--- src/rtl/mux4_rr_sched.sv ---
// Round-robin scheduler for a shared 4:1 TG mux: one-hot grants, binary select,
// per-grant bursts with valid/ready toward the consumer and a break-before-make gap.
module mux4_rr_sched #(
    parameter int unsigned HOLD_MAX = 4,
    parameter int unsigned BUBBLE   = 1
) (
    input  logic       clk,
    input  logic       rst_n,
    input  logic [3:0] req,
    input  logic [3:0] last,
    input  logic       out_ready,
    output logic [3:0] grant,
    output logic [1:0] sel,
    output logic       out_valid,
    output logic       busy
);

    localparam int unsigned CNT_W = 8;
    localparam int unsigned GAP_W = 2;

    typedef enum logic [1:0] {
        IDLE = 2'd0,
        GAP  = 2'd1,
        XFER = 2'd2
    } state_t;

    state_t             state;
    state_t             state_nxt;
    logic [3:0]         grant_nxt;
    logic [1:0]         sel_nxt;
    logic [1:0]         rr_ptr;
    logic [1:0]         rr_ptr_nxt;
    logic [CNT_W-1:0]   beat_cnt;
    logic [CNT_W-1:0]   beat_cnt_nxt;
    logic [CNT_W-1:0]   beat_inc;
    logic [GAP_W-1:0]   gap_cnt;
    logic [GAP_W-1:0]   gap_cnt_nxt;
    logic [1:0]         winner;
    logic [1:0]         scan_idx;
    logic               win_found;
    logic               cur_valid;
    logic               accept;

    // State register plus the grant/select/counter datapath
    always_ff @(posedge clk or negedge rst_n) begin
        if (!rst_n) begin
            state    <= IDLE;
            grant    <= 4'b0000;
            sel      <= 2'b00;
            rr_ptr   <= 2'd3;
            beat_cnt <= '0;
            gap_cnt  <= '0;
        end else begin
            state    <= state_nxt;
            grant    <= grant_nxt;
            sel      <= sel_nxt;
            rr_ptr   <= rr_ptr_nxt;
            beat_cnt <= beat_cnt_nxt;
            gap_cnt  <= gap_cnt_nxt;
        end
    end

    // Rotating priority scan starting just after the last winner
    always_comb begin
        winner    = rr_ptr;
        win_found = 1'b0;
        scan_idx  = 2'd0;
        for (int k = 1; k <= 4; k++) begin
            scan_idx = rr_ptr + 2'(k);
            if (!win_found && req[scan_idx]) begin
                winner    = scan_idx;
                win_found = 1'b1;
            end
        end
    end

    assign cur_valid = (state == XFER) && req[sel];
    assign accept    = cur_valid && out_ready;
    assign beat_inc  = beat_cnt + CNT_W'(1);

    // Next-state and datapath updates
    always_comb begin
        state_nxt    = state;
        grant_nxt    = grant;
        sel_nxt      = sel;
        rr_ptr_nxt   = rr_ptr;
        beat_cnt_nxt = beat_cnt;
        gap_cnt_nxt  = gap_cnt;
        case (state)
            IDLE: begin
                if (win_found) begin
                    state_nxt    = XFER;
                    grant_nxt    = 4'b0001 << winner;
                    sel_nxt      = winner;
                    rr_ptr_nxt   = winner;
                    beat_cnt_nxt = '0;
                end
            end
            XFER: begin
                if (!req[sel]) begin
                    state_nxt   = GAP;
                    grant_nxt   = 4'b0000;
                    gap_cnt_nxt = '0;
                end else if (accept) begin
                    beat_cnt_nxt = beat_inc;
                    if (last[sel] || (beat_inc == CNT_W'(HOLD_MAX))) begin
                        state_nxt   = GAP;
                        grant_nxt   = 4'b0000;
                        gap_cnt_nxt = '0;
                    end
                end
            end
            GAP: begin
                if (gap_cnt == GAP_W'(BUBBLE - 1)) begin
                    state_nxt = IDLE;
                end else begin
                    gap_cnt_nxt = gap_cnt + GAP_W'(1);
                end
            end
            default: begin
                state_nxt = IDLE;
                grant_nxt = 4'b0000;
            end
        endcase
    end

    // Handshake and status outputs follow the live request of the winner
    always_comb begin
        out_valid = cur_valid;
        busy      = (state == XFER);
    end

endmodule

--- config.mk ---
export PLATFORM = sky130hd
export DESIGN_NAME = mux4_rr_sched
export DESIGN_NICKNAME = d
export VERILOG_FILES = /design/src/rtl/mux4_rr_sched.sv
export SDC_FILE = /design/constraint.sdc
export NUM_CORES = 1
export LEC_CHECK = 0
export ABC_AREA = 0
export CORE_AREA = 4 4 62 64
export DETAILED_ROUTE_END_ITERATION = 8
export DIE_AREA = 0 0 66 68
export PLACE_DENSITY_LB_ADDON = 0.1
export REMOVE_ABC_BUFFERS = 1
export SETUP_SLACK_MARGIN = 0.02
export SYNTH_ARGS = -nofsm -noshare
export SYNTH_HDL_FRONTEND = slang
export SYNTH_SLANG_ARGS = --single-unit
--- constraint.sdc ---
create_clock -name clk -period 5.21 [get_ports clk]
set_clock_uncertainty 0.1 [all_clocks]
set_input_delay 1.042 -clock clk [delete_from_list [all_inputs] [get_ports clk]]
set_output_delay 1.042 -clock clk [all_outputs]
set_load 0.03 [all_outputs]
-- Word level (Yosys, flattened, before mapping)
Index checks and enable logic that the tools add are counted.
- flip-flop bits (word level): 20
- input port bits: 11
- output and inout port bits: 8
- word-level logic and storage cells: 86
- add/sub/neg operators: 5
- order comparisons: 5
- eq/ne operators: 10
- shift operators: 1
- multiplexer cells: 40
- bitwise operators: 1
- reduce and logical (&&, ||, !) cells: 18
- operator list (cell ; number):
    two-way mux 2 bit ; 13
    two-way mux 8 bit ; 3
    two-way mux 4 bit ; 4
    one-hot mux 8 bit (2 select lines) ; 1
    AND reduction 4 bit ; 4
    < comparator 2 x 3 -> 1 bit (second input constant) ; 5
    binary-select mux 1 bit (select 2 bit) ; 6
    one-hot mux 4 bit (3 select lines) ; 1
    two-way mux 1 bit ; 10
    adder 8 x 1 -> 8 bit (second input constant) ; 1
    equality test 8 x 3 -> 1 bit (second input constant) ; 1
    inequality test 2 bit (second input constant) ; 3
    one-hot mux 2 bit (3 select lines) ; 1
    logical AND 1 bit ; 5
    adder 2 x 1 -> 2 bit (second input constant) ; 2
    adder 2 bit (second input constant) ; 2
    zero test 2 bit ; 2
    inequality test 2 x 1 -> 1 bit (second input constant) ; 2
    one-hot mux 2 bit (2 select lines) ; 1
    nonzero test 2 bit ; 2
    left shift 1 x 2 -> 4 bit (first input constant) ; 1
    zero test 1 bit ; 3
    inequality test 3 x 2 -> 1 bit (second input constant) ; 1
    inequality test 3 bit (second input constant) ; 1
    other kinds (5) ; 5

-- Longest topological paths before layout
Gate-level depths: netlist of the first run.
- word-level depth: 16
- mapped depth: 6
- gate-level depth less buffers: 6

-- Least setup slack after synthesis of the first run
Ideal clock, no wire load.
- path type: in2out
- start point: input req[3]
- end point: output out_valid
- arrival: 1818 ps
- required time: 4068 ps
- path slack: 2250 ps
- stages: 2
- buffers on the path: 0
- path through: mux4_2 -> and2_1
- word-level cells in the longest chain between the ends: 3
- ends and longest elaborated chain (what ; RTL line ; source):
    start, declared ; 9 ; input logic [3:0] req,
    binary-select mux 1 bit (select 2 bit) ; 77 ; assign cur_valid = (state == XFER) && req[sel];
    two-way mux 1 bit (implied by the code) ; 77 ;
    logical AND 1 bit ; 77 ;
    end, declared ; 14 ; output logic out_valid,
No other way between the ends. The select of a mux whose other input is x is not followed.

-- Worst setup path after layout of the first run
Same ends and word-level chain as after synthesis.

==> impl_metrics.tcl, run 1 <==
set metrics [dict create \
    gp_congestion 0.7412 \
    ioPinCount 19 \
    power_density_nw_per_um2 496.1 \
    dieArea_um2 4488 \
    crit_path_max_incr_delay_ns 0.60 \
    clock-sinks 20 \
    postRouteAntennaNets 0 \
    cts_max_level 1 \
    clkTransAtPathRegs_ns 0.11 \
    seq_area_frac_synth_pct 44.32 \
    hpwl_um 1973 \
    synth_top_family_by_area "simple AND/OR/NAND/NOR gates" \
    overflow 0 \
    vias_per_cell 5.182 \
    ys_warn_count 0 \
    grt_usage_pct 13.19 \
    path_class "in -> out" \
    slew_violations 0 \
    holdBufCountCts 0 \
    worstSkewPairLatency_ns 0.30 \
    numCtsBuffers 3 \
    cts_tree "built" \
    fin_tns_setup_ns 0 \
    holdCritStartpoint "rr_ptr[1]" \
    synth-compound-area-share_pct 16.76 \
    syn_inst 115 \
    synthTopCellsByArea "dfrtp_1 40%, dfstp_2 4.6%, nand3_1 3.1%, o21ai_0 3.1%, mux2_2 3.0%" \
    synthAdderAreaFrac_pct 2.205 \
    maxCapViolCount 0 \
    maxSlewHeadroom_pct 40.03 \
    setup_viol 0 \
    numPortBuffers 18 \
    synth_edf_count 0 \
    cts_resized 0 \
    cp_data_required_time_ns 4.07 \
    drive_above_1_share_pct 11.11 \
    hp-class "reg -> reg" \
    dr.pass1.iters 4 \
    synth-simple-area-share_pct 24.59 \
    synth_xor_area_share_pct 1.544 \
    routed_wl_um 2571 \
    final_cell_mix "18 x dfrtp_1, 18 x clkdlybuf4s50_1, 8 x inv_1" \
    fp.dieW_um 66 \
    synthMuxAreaShare_pct 7.166 \
    antenna_found_initial 0 \
    ys_seq_elements 20 \
    finalHoldViolCount 0 \
    synth_ff_type "dfrtp_1" \
    grt_pass1_vias 960 \
    n_antenna_cell 0 \
    num_rows 21 \
    timing.rr.start "state[0]" \
    fin_ws_ns 1.166 \
    outcome "completed" \
    core_area_um2 3284 \
    postSynth.asyncResetShare_pct 100.0 \
    vdd_drop_max_v 0.0002201 \
    syn_to_final_growth_pct 23.37 \
    grt_max_degree 21 \
    die_h_um 68 \
    worstSetupStartpoint "req[3]" \
    leakage_uw 0.0005818 \
    initial_core_util_pct 34.55 \
    fmax_mhz 247.3 \
    post-route-util_pct 42.63 \
    crit_arrival_ns 2.90 \
    synth.distinct_cells 40 \
    nFillCells 332 \
    worst_slew_pin_slew_ns 0.8968 \
    clock-root-buffer "clkbuf_4" \
    drc 0 \
    avgSynthCellArea_um2 9.868 \
    worstPathMaxFanout 5 \
    post-route-period-util_pct 77.63 \
    cts_setup_buffers 0 \
    nets 149 \
    finalCriticalPeriod_ns 4.044 \
    post_drt_wl_per_cell_um 14.20 \
    yosysTopAreaCell "dfrtp_1" \
    drt_iter0_drc 37 \
    via_count 938 \
    cp-start-kind "input port" \
    synth_top_area_share_pct 39.69 \
    pre_cts_slack_ns 1.185 \
    cp_common_cell "clkdlybuf4s50_1" \
    clk_path_buf_depth 2 \
    whs_ns 0.3980 \
    grt_setup_unrepaired "no" \
    cpMaxStageDelayCell "clkdlybuf4s50_1" \
    synth_area_um2 1135 \
    worstPathCellList "clkdlybuf4s50_1 > mux4_2 > and2_1 > clkdlybuf4s50_1" \
    cp-end-kind "primary output" \
    grt_pass1_wl_um 4540 \
]
-- per-stage QoR --
step / std cells / power, µW / cell area (µm²)
floorplan: 113 / 484.1 / 1126
global placement: 177 / 604.5 / 1364
detailed placement: 177 / 611.7 / 1364
CTS: 181 / 706.9 / 1400
global route: 181 / 748.0 / 1400
finish: 181 / 694.6 / 1400
-- registers in the layout (all words and copies together), names as in the netlist --
signal and flops:
beat_cnt 8, grant 4, gap_cnt 2, rr_ptr 2, sel 2, state 2
-- cell usage after synthesis (2+ instances only) --
cell / count
nand4_1: 2
o21ai_0: 7
ha_1: 2
nor3b_1: 2
dfstp_2: 2
nand3_1: 7
nor4_1: 2
o32ai_1: 2
nor2_1: 5
a211o_1: 2
xor2_1: 2
mux2_2: 3
and3_1: 3
dfrtp_1: 18
nor2b_1: 3
nand2_1: 7
a21oi_1: 5
inv_1: 8
nor3_1: 5
o22ai_1: 2
and2_1: 2
nand2b_1: 4
o21a_1: 3
-- worst max-delay path: cells and delay by family --
family	cells	cell delay, ns
buffers and inverters	2	1.07
AND/OR/NAND/NOR	1	0.23
multiplexers	1	0.55
-- layout make-up --
cell class | instances | area (µm²) | share of cell area [%]
clock buffer | 4 | 36.28 | 2.592
timing repair buffer | 18 | 180.2 | 12.87
sequential | 20 | 503.0 | 35.92
inverter | 8 | 30.03 | 2.145
tap | 46 | 57.56 | 4.111
multi-input combinational | 85 | 593.1 | 42.36
-- cells by family after synthesis --
group / count (synthesis)
multiplexers: 6
AND/OR/NAND/NOR: 48
flip-flops: 20
AO/OA/AOI/OAI: 27
adder cells (fa/ha/maj): 2
buffers and inverters: 10
XOR/XNOR: 2
-- routing by layer --
metal | vias to the layer above | track usage (%) | routed length (µm)
li1 | 468 | - | -
met1 | 452 | 17.50 | 1244
met2 | 16 | 21.90 | 1198
met3 | 2 | 2.627 | 112
met4 | 0 | 3.807 | 17
met5 | - | 0 | 0
-- power breakdown --
| part | leakage (µW) | switching (µW) | internal (µW) |
|---|---|---|---|
| clock network | 0.0000210 | 47.8 | 42.6 |
| registers | 0.000262 | 44.7 | 205 |
| logic | 0.000299 | 201 | 154 |
-- path summary, 6_finish.rpt --
kind / to / slack, ns / cells past startpoint
worst max-delay path: out_valid / 1.17 / 4
worst min-delay path: rr_ptr[1] / 0.40 / 2
worst max register to register: beat_cnt[2] / 3.20 / 4
worst min register to register: rr_ptr[1] / 0.40 / 2
max in group asynchronous: grant[1] / 3.32 / 1
min in group asynchronous: beat_cnt[7] / 1.14 / 1
Power figures use the tool's default switching activity.
==> run 2, diff against run 1 <==
clock period = 3.45 ns   (was 5.21 ns; I/O delays follow)
==> impl_metrics.tcl, run 2 (same netlist as run 1, synthesis figures left out) <==
set metrics [dict create \
    hpwl_um 1971 \
    clkTransAtPathRegs_ns 0.12 \
    finalHoldViolCount 0 \
    min_path_cells 2 \
    outcome "completed" \
    whs_ns 0.4028 \
    dieArea_um2 4488 \
    numPortBuffers 18 \
    nFillCells 338 \
    n_antenna_cell 0 \
    num_rows 21 \
    post_drt_wl_per_cell_um 14.24 \
    finalCriticalPeriod_ns 3.339 \
    hp-class "reg -> reg" \
    cp_data_required_time_ns 2.66 \
    slew_violations 0 \
    ioPinCount 19 \
    grt_setup_unrepaired "no" \
    cp-start-kind "input port" \
    worstSkewPairLatency_ns 0.30 \
    routed_wl_um 2621 \
    path_class "in -> out" \
    power_density_nw_per_um2 777.8 \
    fin_tns_setup_ns 0 \
    cts_setup_buffers 0 \
    core_area_um2 3284 \
    overflow 0 \
    drive_above_1_share_pct 13.04 \
    vias_per_cell 5.245 \
    post-route-period-util_pct 96.78 \
    maxSlewHeadroom_pct 36.69 \
    worstPathMaxFanout 5 \
    maxCapViolCount 0 \
    postRouteAntennaNets 0 \
    top_register "beat_cnt" \
    crit_arrival_ns 2.55 \
    fp.dieW_um 66 \
    grt_usage_pct 13.63 \
    syn_to_final_growth_pct 26.79 \
    cts_max_level 1 \
    grt_max_degree 21 \
    antenna_found_initial 0 \
    fmax_mhz 299.5 \
    cts_resized 0 \
    worst_slew_pin_slew_ns 0.9467 \
    grt_pass1_wl_um 4657 \
    largest_register_ffs 8 \
    setup_viol 0 \
    fin_cells 184 \
    grt_pass1_vias 986 \
    via_count 965 \
    drc 0 \
    nets 152 \
    clk_path_buf_depth 2 \
    dp_cells 180 \
    dr.pass1.iters 4 \
    clock-sinks 20 \
    vdd_drop_max_v 0.0003284 \
    drt_iter0_drc 49 \
    holdBufCountCts 0 \
    clock-root-buffer "clkbuf_4" \
    worstRegToRegCells 4 \
    die_h_um 68 \
    numCtsBuffers 3 \
    cp-end-kind "primary output" \
    leakage_uw 0.0006034 \
    gp_congestion 0.7363 \
    initial_core_util_pct 34.55 \
    final_cell_mix "18 x dfrtp_1, 18 x clkdlybuf4s50_1, 8 x inv_1" \
    cts_tree "built" \
    biggestRegsByFlops "beat_cnt: 8 flops, grant: 4 flops" \
]
==> run 2: final timing paths <==
kind / endpoint / slack [ns] / startpoint
max: out_valid / 0.11 / req[0]
min: rr_ptr[1] / 0.40 / rr_ptr[1]
max reg2reg: grant[3] / 1.48 / sel[0]
min reg2reg: rr_ptr[1] / 0.40 / rr_ptr[1]
max in group asynchronous: beat_cnt[0] / 1.88 / rst_n
min in group asynchronous: sel[1] / 0.80 / rst_n
==> run 2: area by class of cell <==
class	count	area, µm²	area share (%)
multi-input cells	85	593.1	41.22
flip-flops and latches	20	503.0	34.96
repair buffers	21	202.7	14.09
well taps	46	57.56	4.000
clock inverters	1	30.03	2.087
inverters	8	30.03	2.087
clock buffers	3	22.52	1.565
==> run 2: layer usage <==
metal / wire [µm] / global-route usage (%) / up-vias
met4: 16 / 4.569 / 0
met3: 126 / 3.448 / 2
li1: - / - / 474
met1: 1303 / 18.44 / 473
met5: 0 / 0 / -
met2: 1175 / 21.28 / 16
==> run 2: stage by stage <==
| step | util [%] | power, µW | setup slack, ns | area (µm²) |
|---|---|---|---|---|
| 2_1_floorplan | - | 731.0 | 1.044 | 1126 |
| 3_3_place_gp | 42.21 | 924.5 | 0.1398 | 1386 |
| 3_5_place_dp | 42.21 | 931.6 | 0.1171 | 1386 |
| 4_1_cts | 43.81 | 1129 | 0.1053 | 1439 |
| 5_1_grt | 43.81 | 1203 | 0.05416 | 1439 |
| 6_report | 43.81 | 1119 | 0.1112 | 1439 |
==> run 2: power breakdown <==
| group | internal, µW | leakage [µW] | total (µW) | switching (µW) |
|---|---|---|---|---|
| registers | 309 | 0.000262 | 376 | 66.5 |
| logic | 241 | 0.000314 | 547 | 306 |
| clock network | 117 | 0.0000279 | 196 | 79.1 |
| total | 667 | 0.000603 | 1120 | 452 |
==> run 2: critical path, stage by stage <==
cell,delay [ns]
clkdlybuf4s50_1,0.47
mux4_2,0.53
and2_1,0.24
clkdlybuf4s50_1,0.61
==> run 3, diff against run 2 <==
clock period = 2.9 ns   (was 3.45 ns; I/O delays follow)
==> impl_metrics.tcl, run 3 (same netlist as run 1, synthesis figures left out) <==
set metrics [dict create \
    path_buf_inv 2 \
    syn_to_final_growth_pct 29.99 \
    post_drt_wl_per_cell_um 13.88 \
    critical-path-top-delay-family "buffers and inverters" \
    worstPathMaxFanout 2 \
    min_path_cells 2 \
    cts_tree "built" \
    reg2reg_slack_ns 0.85 \
    dieArea_um2 4488 \
    placed_cell_area_um2 1424 \
    slew_violations 0 \
    clock-root-buffer "clkbuf_4" \
    worstPathCellList "clkdlybuf4s50_1 > mux4_2 > and2_1 > dlygate4sd2_1" \
    worstSkewPairLatency_ns 0.30 \
    gp_congestion 0.7590 \
    numCtsBuffers 3 \
    maxCapViolCount 0 \
    clkTransAtPathRegs_ns 0.12 \
    final_area_um2 1475 \
    clock-sinks 20 \
    whs_ns 0.3956 \
    antenna_found_initial 0 \
    maxSlewHeadroom_pct 59.49 \
    initial_core_util_pct 34.55 \
    grt_setup_unrepaired "no" \
    die_h_um 68 \
    cts_max_level 1 \
    multi_input_area_um2 593.1 \
    fmax_mhz 365.0 \
    crit_arrival_ns 2.06 \
    overflow 0 \
    biggestRegsByFlops "beat_cnt: 8 flops, grant: 4 flops" \
    cp_data_required_time_ns 2.22 \
    post-route-period-util_pct 94.47 \
    final_cell_mix "18 x dfrtp_1, 17 x clkdlybuf4s50_1, 8 x inv_1, 8 x buf_4" \
    crit_path_max_incr_delay_ns 0.50 \
    drive_above_1_share_pct 16.08 \
    vias_per_cell 5.085 \
    seqCellArea_um2 503.0 \
    grt_max_degree 21 \
    fp.dieW_um 66 \
    grt_pass1_vias 947 \
    grt_usage_pct 13.00 \
    hp-class "reg -> reg" \
    clk_path_buf_depth 2 \
    cp-end-kind "primary output" \
    hpwl_um 1985 \
    path_class "in -> out" \
    core_area_um2 3284 \
    num_rows 21 \
    postRouteAntennaNets 0 \
    cpMaxStageDelayCell "mux4_2" \
    largest_register_ffs 8 \
    final_common_cell "dfrtp_1" \
    holdBufCountCts 0 \
    vdd_drop_max_v 0.0003475 \
    grt_pass1_wl_um 4429 \
    via_count 961 \
    cp-start-kind "input port" \
    finalHoldViolCount 0 \
    routed_wl_um 2623 \
    setup_viol 0 \
    top_register "beat_cnt" \
    dr.pass1.iters 4 \
    worstRegToRegCells 4 \
    n_antenna_cell 0 \
    drc 0 \
    finalCriticalPeriod_ns 2.740 \
    worst-path-stages 4 \
    leakage_uw 0.0006316 \
    nets 157 \
    drt_iter0_drc 45 \
    numPortBuffers 18 \
    ioPinCount 19 \
    outcome "completed" \
    post-route-util_pct 44.91 \
    power_density_nw_per_um2 913.6 \
    worst_slew_pin_slew_ns 0.6077 \
    nFillCells 326 \
]
[run 3: changes by cell type in the layout (fill, tap and decap cells not counted)]
cell             before  now
clkdlybuf4s50_1      18   17
buf_4                 3    8
dlygate4sd2_1         0    1
[run 3: final timing paths]
kind,from,end
max,req[3],out_valid
min,rr_ptr[1],rr_ptr[1]
max reg2reg,sel[1],gap_cnt[0]
min reg2reg,rr_ptr[1],rr_ptr[1]
max in group asynchronous,rst_n,rr_ptr[0]
min in group asynchronous,rst_n,sel[0]
[run 3: worst register-to-register path, cell delays in order (launching register included)]
cell	delay, ns
dfrtp_1	0.45
mux2_2	0.36
a222oi_1	0.59
nand2_1	0.22
a221oi_2	0.26
[run 3: layer usage]
layer  global-route usage (%)  part of all wire, %
met2                    20.28                   44
met3                    2.956                  3.6
met4                    5.584                 0.80
met5                        0                    0
met1                    17.33                   51
[run 3: cell type report]
cell class / count / area share (%)
Inverter: 8 / 2.036
Sequential cell: 20 / 34.10
Clock inverter: 1 / 2.036
Tap cell: 46 / 3.902
Timing Repair Buffer: 26 / 16.20
Multi-Input combinational cell: 85 / 40.20
Clock buffer: 3 / 1.527
[run 3: timing repair]
item | CTS | global route
buffers inserted | 0 | 0
setup endpoints to repair | 1 | 0
gates resized for setup | 1 | 0
hold endpoints to repair | 0 | 0
[run 3: power breakdown]
part,internal (µW),leakage (µW),switching (µW)
combinational,300,0.000342,367
clock,140,0.0000279,92.6
sequential,368,0.000262,80.0
total,808,0.000632,540
[run 3: per-stage QoR]
stage	power [µW]	setup TNS (ns)	std cells	setup WS, ns
2_1_floorplan	869.7	0	113	0.6038
3_3_place_gp	1121	-0.07650	185	-0.07650
3_5_place_dp	1129	-0.08046	185	-0.08046
4_1_cts	1360	0	189	0.1498
5_1_grt	1445	0	189	0.1056
6_report	1348	0	189	0.1603
